===== src/rtl/pipe_pkg.sv =====
// Shared definitions for the pipeline hazard controller: instruction field
// positions, opcode / ALU-op encodings, the bubble word and the multdiv
// hold state type.
package pipe_pkg;

    localparam logic [4:0] OP_RTYPE = 5'b00000;
    localparam logic [4:0] OP_J     = 5'b00001;
    localparam logic [4:0] OP_BNE   = 5'b00010;
    localparam logic [4:0] OP_JAL   = 5'b00011;
    localparam logic [4:0] OP_JR    = 5'b00100;
    localparam logic [4:0] OP_ADDI  = 5'b00101;
    localparam logic [4:0] OP_BLT   = 5'b00110;
    localparam logic [4:0] OP_SW    = 5'b00111;
    localparam logic [4:0] OP_LW    = 5'b01000;
    localparam logic [4:0] OP_SETX  = 5'b10101;
    localparam logic [4:0] OP_BEX   = 5'b10110;

    localparam logic [4:0] ALU_MUL  = 5'b00110;
    localparam logic [4:0] ALU_DIV  = 5'b00111;

    localparam int OPC_HI = 31;
    localparam int OPC_LO = 27;
    localparam int RD_HI  = 26;
    localparam int RD_LO  = 22;
    localparam int RS_HI  = 21;
    localparam int RS_LO  = 17;
    localparam int RT_HI  = 16;
    localparam int RT_LO  = 12;
    localparam int ALU_HI = 6;
    localparam int ALU_LO = 2;

    localparam logic [31:0] NOP_WORD = 32'h0000_0000;

    typedef enum logic [1:0] {
        IDLE = 2'd0,
        BUSY = 2'd1,
        DONE = 2'd2
    } md_state_e;

    // True for an R-type mul or div, the only instructions that need the hold.
    function automatic logic is_multdiv(input logic [31:0] insn);
        return (insn[OPC_HI:OPC_LO] == OP_RTYPE) &&
               ((insn[ALU_HI:ALU_LO] == ALU_MUL) || (insn[ALU_HI:ALU_LO] == ALU_DIV));
    endfunction

endpackage


===== src/rtl/md_hold_fsm.sv =====
// Multdiv hold sequencer: starts the multdiv unit when D/X holds a mul/div,
// keeps the front of the pipe frozen for MD_LATENCY cycles, then releases
// it for one advance cycle while flagging the result as valid.
//
// state | meaning
// IDLE  | no multdiv in flight; pulses start if D/X holds a mul/div
// BUSY  | multdiv running, down-counter tracks remaining hold cycles
// DONE  | result valid, D/X advances this edge (no retrigger)
module md_hold_fsm
    import pipe_pkg::*;
#(
    parameter int MD_LATENCY = 32
) (
    input  logic clock,
    input  logic reset_n,
    input  logic i_md_insn,
    output logic o_md_start,
    output logic o_md_busy,
    output logic o_md_done,
    output logic o_hold
);

    localparam int CW = $clog2(MD_LATENCY + 1);

    md_state_e         r_state;
    md_state_e         w_state_nxt;
    logic [CW-1:0]     r_cnt;
    logic [CW-1:0]     w_cnt_nxt;

    // State and down-counter registers.
    always_ff @(posedge clock or negedge reset_n) begin
        if (!reset_n) begin
            r_state <= IDLE;
            r_cnt   <= '0;
        end else begin
            r_state <= w_state_nxt;
            r_cnt   <= w_cnt_nxt;
        end
    end

    // Next state: BUSY exits once the counter reaches its terminal count of 1.
    always_comb begin
        w_state_nxt = r_state;
        w_cnt_nxt   = r_cnt;
        case (r_state)
            IDLE: begin
                if (i_md_insn) begin
                    w_state_nxt = BUSY;
                    w_cnt_nxt   = CW'(MD_LATENCY - 1);
                end
            end
            BUSY: begin
                w_cnt_nxt = r_cnt - CW'(1);
                if (r_cnt == CW'(1)) begin
                    w_state_nxt = DONE;
                end
            end
            DONE: begin
                w_state_nxt = IDLE;
            end
            default: begin
                w_state_nxt = IDLE;
                w_cnt_nxt   = '0;
            end
        endcase
    end

    // Outputs decode from the current state and the D/X contents.
    always_comb begin
        o_md_start = (r_state == IDLE) && i_md_insn;
        o_md_busy  = (r_state == BUSY);
        o_md_done  = (r_state == DONE);
        o_hold     = o_md_start || o_md_busy;
    end

endmodule


===== src/rtl/pipe_hazard_ctrl.sv =====
// Pipeline hazard controller: owns the F/D, D/X, X/M and M/W instruction
// latches, inserts load-use bubbles, holds the front of the pipe during
// multdiv, flushes on taken branches and gates the PC write enable.
// Optional build macro STALL_PERF_EN adds stall_cycles / flush_count.
module pipe_hazard_ctrl
    import pipe_pkg::*;
#(
    parameter int          MD_LATENCY = 32,
    parameter logic [31:0] NOP        = NOP_WORD
) (
    input  logic        clock,
    input  logic        reset_n,
    input  logic [31:0] imem_insn,
    input  logic        flush,
    output logic        pc_we,
    output logic [31:0] fd_insn,
    output logic [31:0] dx_insn,
    output logic [31:0] xm_insn,
    output logic [31:0] mw_insn,
    output logic        md_start,
    output logic        md_busy,
    output logic        md_done
`ifdef STALL_PERF_EN
    ,
    output logic [31:0] stall_cycles,
    output logic [31:0] flush_count
`endif
);

    logic [31:0] r_fd;
    logic [31:0] r_dx;
    logic [31:0] r_xm;
    logic [31:0] r_mw;

    logic [4:0]  w_fd_op;
    logic [4:0]  w_dx_op;
    logic [4:0]  w_dx_rd;
    logic [4:0]  w_src_a;
    logic [4:0]  w_src_b;
    logic        w_load_use;
    logic        w_md_insn;
    logic        w_hold;

    assign w_fd_op   = r_fd[OPC_HI:OPC_LO];
    assign w_dx_op   = r_dx[OPC_HI:OPC_LO];
    assign w_dx_rd   = r_dx[RD_HI:RD_LO];
    assign w_md_insn = is_multdiv(r_dx);

    // Source registers read by the instruction in F/D; unused slots read r0,
    // which can never match a load destination because r0 is excluded.
    always_comb begin
        w_src_a = 5'd0;
        w_src_b = 5'd0;
        case (w_fd_op)
            OP_RTYPE: begin
                w_src_a = r_fd[RS_HI:RS_LO];
                w_src_b = r_fd[RT_HI:RT_LO];
            end
            OP_ADDI, OP_LW: begin
                w_src_a = r_fd[RS_HI:RS_LO];
            end
            OP_SW, OP_BNE, OP_BLT: begin
                w_src_a = r_fd[RD_HI:RD_LO];
                w_src_b = r_fd[RS_HI:RS_LO];
            end
            OP_JR: begin
                w_src_a = r_fd[RD_HI:RD_LO];
            end
            default: begin
                w_src_a = 5'd0;
                w_src_b = 5'd0;
            end
        endcase
    end

    assign w_load_use = (w_dx_op == OP_LW) && (w_dx_rd != 5'd0) &&
                        ((w_dx_rd == w_src_a) || (w_dx_rd == w_src_b));

    md_hold_fsm #(
        .MD_LATENCY (MD_LATENCY)
    ) u_md_hold_fsm (
        .clock      (clock),
        .reset_n    (reset_n),
        .i_md_insn  (w_md_insn),
        .o_md_start (md_start),
        .o_md_busy  (md_busy),
        .o_md_done  (md_done),
        .o_hold     (w_hold)
    );

    // A flush overrides a coincident load-use, so the PC keeps moving then.
    assign pc_we = !w_hold && (flush || !w_load_use);

    // Instruction latches: multdiv hold > flush > load-use > normal advance;
    // M/W always drains from X/M.
    always_ff @(posedge clock or negedge reset_n) begin
        if (!reset_n) begin
            r_fd <= NOP;
            r_dx <= NOP;
            r_xm <= NOP;
            r_mw <= NOP;
        end else begin
            r_mw <= r_xm;
            if (w_hold) begin
                r_xm <= NOP;
            end else if (flush) begin
                r_fd <= NOP;
                r_dx <= NOP;
                r_xm <= r_dx;
            end else if (w_load_use) begin
                r_dx <= NOP;
                r_xm <= r_dx;
            end else begin
                r_fd <= imem_insn;
                r_dx <= r_fd;
                r_xm <= r_dx;
            end
        end
    end

    assign fd_insn = r_fd;
    assign dx_insn = r_dx;
    assign xm_insn = r_xm;
    assign mw_insn = r_mw;

`ifdef STALL_PERF_EN
    logic [31:0] r_stall_cycles;
    logic [31:0] r_flush_count;

    // Performance counters; a flush swallowed by the multdiv hold is not counted.
    always_ff @(posedge clock or negedge reset_n) begin
        if (!reset_n) begin
            r_stall_cycles <= 32'd0;
            r_flush_count  <= 32'd0;
        end else begin
            if (!pc_we) begin
                r_stall_cycles <= r_stall_cycles + 32'd1;
            end
            if (flush && !w_hold) begin
                r_flush_count <= r_flush_count + 32'd1;
            end
        end
    end

    assign stall_cycles = r_stall_cycles;
    assign flush_count  = r_flush_count;
`endif

endmodule


===== config.mk =====
export PLATFORM = sky130hd
export DESIGN_NAME = pipe_hazard_ctrl
export DESIGN_NICKNAME = d
export VERILOG_FILES = /design/src/rtl/pipe_pkg.sv /design/src/rtl/md_hold_fsm.sv /design/src/rtl/pipe_hazard_ctrl.sv
export SDC_FILE = /design/constraint.sdc
export NUM_CORES = 1
export LEC_CHECK = 0
export BUFFER_PORTS_ARGS = -buffer_cell sky130_fd_sc_hd__buf_2
export CAP_MARGIN = 10
export CORE_UTILIZATION = 48
export CTS_BUF_LIST = sky130_fd_sc_hd__clkbuf_16
export CTS_CLUSTER_SIZE = 12
export DETAILED_ROUTE_END_ITERATION = 7
export GPL_ROUTABILITY_DRIVEN = 0
export GPL_TIMING_DRIVEN = 1
export MAX_ROUTING_LAYER = met4
export PLACE_DENSITY_LB_ADDON = 0.08
export SKIP_LAST_GASP = 1
export SYNTH_ARGS = -nofsm -noshare
export SYNTH_HDL_FRONTEND = slang
export SYNTH_SLANG_ARGS = --single-unit

===== constraint.sdc =====
create_clock -name clock -period 3.5 [get_ports clock]
set_clock_uncertainty 0.1 [all_clocks]
set_input_delay 0.525 -clock clock [delete_from_list [all_inputs] [get_ports clock]]
set_output_delay 0.525 -clock clock [all_outputs]
set_load 0.005 [all_outputs]

==> qor.csv <==
metric;value;unit
ys_ff_latch;136;
leakagePower;3.74;nW
routed_wirelength;15300;um
critical_path_arrival;2.87;ns
hpwlAfterDp;10200;um
cp_max_fo;4;
insertion_delay;0.42;ns
power.total;6.24;mW
seq_area_frac_synth;0.584;
p_switching;2.20;mW
insertedDiodeCount;0;
grt_max_degree;89;
hold_buffers;0;
synth_warnings;0;
worst_setup_path_start_kind;flip-flop;
vias_per_cell;5.75;
die_area;12600;um2
core;11600;um2
violations;design-rule violations;
async_flop_share;1.00;
yosysTopAreaCellShare;0.584;
setup_viol;0;
area_growth;28.8;%
die_h;112;um
grt.overflow.total;0;
grt_usage;0.257;
drt_iter0_markers;419;
grt_pass1_vias;4645;
postRouteAntennaNets;0;
tns;0;ns
yosys.area.top_type;dfrtp_1;
first_pass_iters;7;
hold_viol_final;0;
dieWidth;112;um
max-slew-margin-rel;0.481;
clockPowerShare;0.277;
seqPwrFrac;0.411;
critPathKind;reg2out;
maxCapViolations;0;
p_int;4.05;mW
fmax;286;MHz
synthTopCellsByArea;dfrtp_1 (58%), o211ai_1 (7.0%), nand2_1 (4.3%), and2_1 (3.2%), nand3_1 (3.1%);
wl_per_cell;17.7;um
rows;39;
cts_root_buf;clkbuf_16;
swShare;0.352;
htree_levels;4;
report.final.slew_viol_count;0;
hold_class;in2async;
io_pins;167;
syn_avg_cell_area;10.6;um2
status;finished with violations;
synth_nets;586;
synthDistinctLibCells;55;
worst_slew_pin_slew;0.779;ns
fin_crit_sh;0.998;
synth_edf_count;0;
fin_nets;744;
vias;4959;
comb_power_share;0.313;
critPathCaptureType;output port;
ys.flop_type;dfrtp_1;
drc;14;
fin_crit;3.49;ns
cts_sinks;136;
grt_pass1_wl;24400;um
cts_tree;done;
power_density;831;nW/um2
drive_above_1_share;0.345;
cts_buffer_depth;2;
synthCells;549;
port_buffers;166;
required;2.87;ns
antenna_found_initial;0;
clkSlewWorstSetupHoldPaths;0.06;ns
synth_area;5830;um2
start_util;0.502;
irDropWorstVdd;0.000366;V
cts_made_buffers;17;
-- worst paths after layout --
| path | from | to | slack (ns) | cells after the start |
|---|---|---|---|---|
| min in group clock | xm_insn[21] | mw_insn[21] | 0.27 | 0 |
| max reg2reg | fd_insn[30] | fd_insn[30] | 0.54 | 8 |
| min | reset_n | mw_insn[19] | 0.06 | 1 |
| min reg2reg | xm_insn[21] | mw_insn[21] | 0.27 | 0 |
| max | fd_insn[30] | pc_we | 0.006 | 8 |
| max in group asynchronous | reset_n | fd_insn[28] | 2.38 | 2 |
-- Yosys cell counts, types with 3 or more instances --
| cell type | count |
|---|---|
| dfrtp_1 | 136 |
| nand2_1 | 67 |
| o211ai_1 | 54 |
| nand3_1 | 36 |
| clkbuf_1 | 35 |
| and2_1 | 30 |
| o21ai_0 | 30 |
| nand4_1 | 26 |
| nor2_1 | 12 |
| buf_2 | 11 |
| inv_1 | 11 |
| o211ai_2 | 9 |
| a21oi_1 | 7 |
| nor3_1 | 7 |
| o41ai_1 | 6 |
| a2111oi_0 | 4 |
| and3_1 | 4 |
| nand3b_1 | 4 |
| nor4_1 | 4 |
| and3b_1 | 3 |
| nor4b_1 | 3 |
| o22ai_1 | 3 |
-- cells by family after synthesis --
kind of cell,after synthesis,share of synthesized area
buffers and inverters,63,0.0481
AND/OR/NAND/NOR,213,0.192
AO/OA/AOI/OAI,133,0.169
flip-flops,136,0.584
XOR/XNOR,2,0.00301
adder cells (fa/ha/maj),2,0.00429
-- flip-flops by register name (all words and copies together) (netlist names) --
register and count:
mw_insn 32, xm_insn 32, u_md_hold_fsm.r_cnt 6, fd_insn 32, dx_insn 32, u_md_hold_fsm.r_state 2
-- timing repair --
action                     CTS  global route
resized for setup            8            16
setup endpoints to repair    1             1
pin swaps                    1             9
buffers inserted             1             5
gates cloned                 0             0
-- cell type report --
cell class / count / area [um2]
clock buffer: 17 / 425
inverter: 12 / 45.0
clock inverter: 14 / 144
multi-input combinational: 350 / 2260
timing repair buffer: 190 / 1040
sequential: 136 / 3410
fill: 948 / 4110
tap: 143 / 179
-- metal layers --
| metal | share of wire | wire, um | track usage |
|---|---|---|---|
| met5 | 0 | 0 | - |
| met4 | 0.022 | 342 | 0.102 |
| met3 | 0.062 | 949 | 0.0491 |
| met2 | 0.48 | 7290 | 0.383 |
| met1 | 0.44 | 6710 | 0.350 |
-- critical path: stages (launching register included) --
cell and delay (ns):
dfrtp_2 0.43, nand3b_1 0.29, a2111oi_4 0.39, nor3_1 0.10, or3b_1 0.39, or4_4 0.53, nand2_4 0.09, a21oi_2 0.06
buf_2 0.15
-- layout by cell type, fill, tap and decap left out, types with 7 or more instances in the layout --
| master | Yosys | final |
|---|---|---|
| inv_1 | 11 | 15 |
| o211ai_2 | 9 | 9 |
| and2_1 | 30 | 30 |
| nor2_1 | 12 | 10 |
| dfrtp_1 | 136 | 132 |
| o21ai_0 | 30 | 30 |
| buf_2 | 11 | 165 |
| nand2_1 | 67 | 67 |
| o211ai_1 | 54 | 54 |
| nor3_1 | 7 | 7 |
| nand3_1 | 36 | 36 |
| nand4_1 | 26 | 26 |
| buf_4 | 1 | 22 |
| clkbuf_16 | 0 | 17 |
-- stage by stage --
stage / setup slack, ns / utilization / hold slack [ns] / cells / area, um2
detailed placement: 0.352 / 0.584 / 0.256 / 825 / 6780
floorplan: 0.368 / - / 0.129 / 549 / 5830
CTS: 0.0146 / 0.635 / 0.101 / 857 / 7380
finish: 0.00613 / 0.646 / 0.0591 / 862 / 7510
global placement: 0.479 / 0.584 / 0.251 / 825 / 6780
global route: -0.0816 / 0.646 / 0.130 / 862 / 7510
-- power by group through the flow --
| stage | Combinational, mW | Clock (mW) | Sequential, mW |
|---|---|---|---|
| 4_1_cts | 1.84 | 1.75 | 2.55 |
| 6_report | 1.95 | 1.73 | 2.56 |
| 5_1_grt | 2.14 | 1.82 | 2.63 |
| 3_5_place_dp | 1.81 | 0 | 2.57 |
| 2_1_floorplan | 0.971 | 0 | 2.49 |
| 3_3_place_gp | 1.79 | 0 | 2.54 |
No activity file was read; power rests on OpenSTA's default activity.
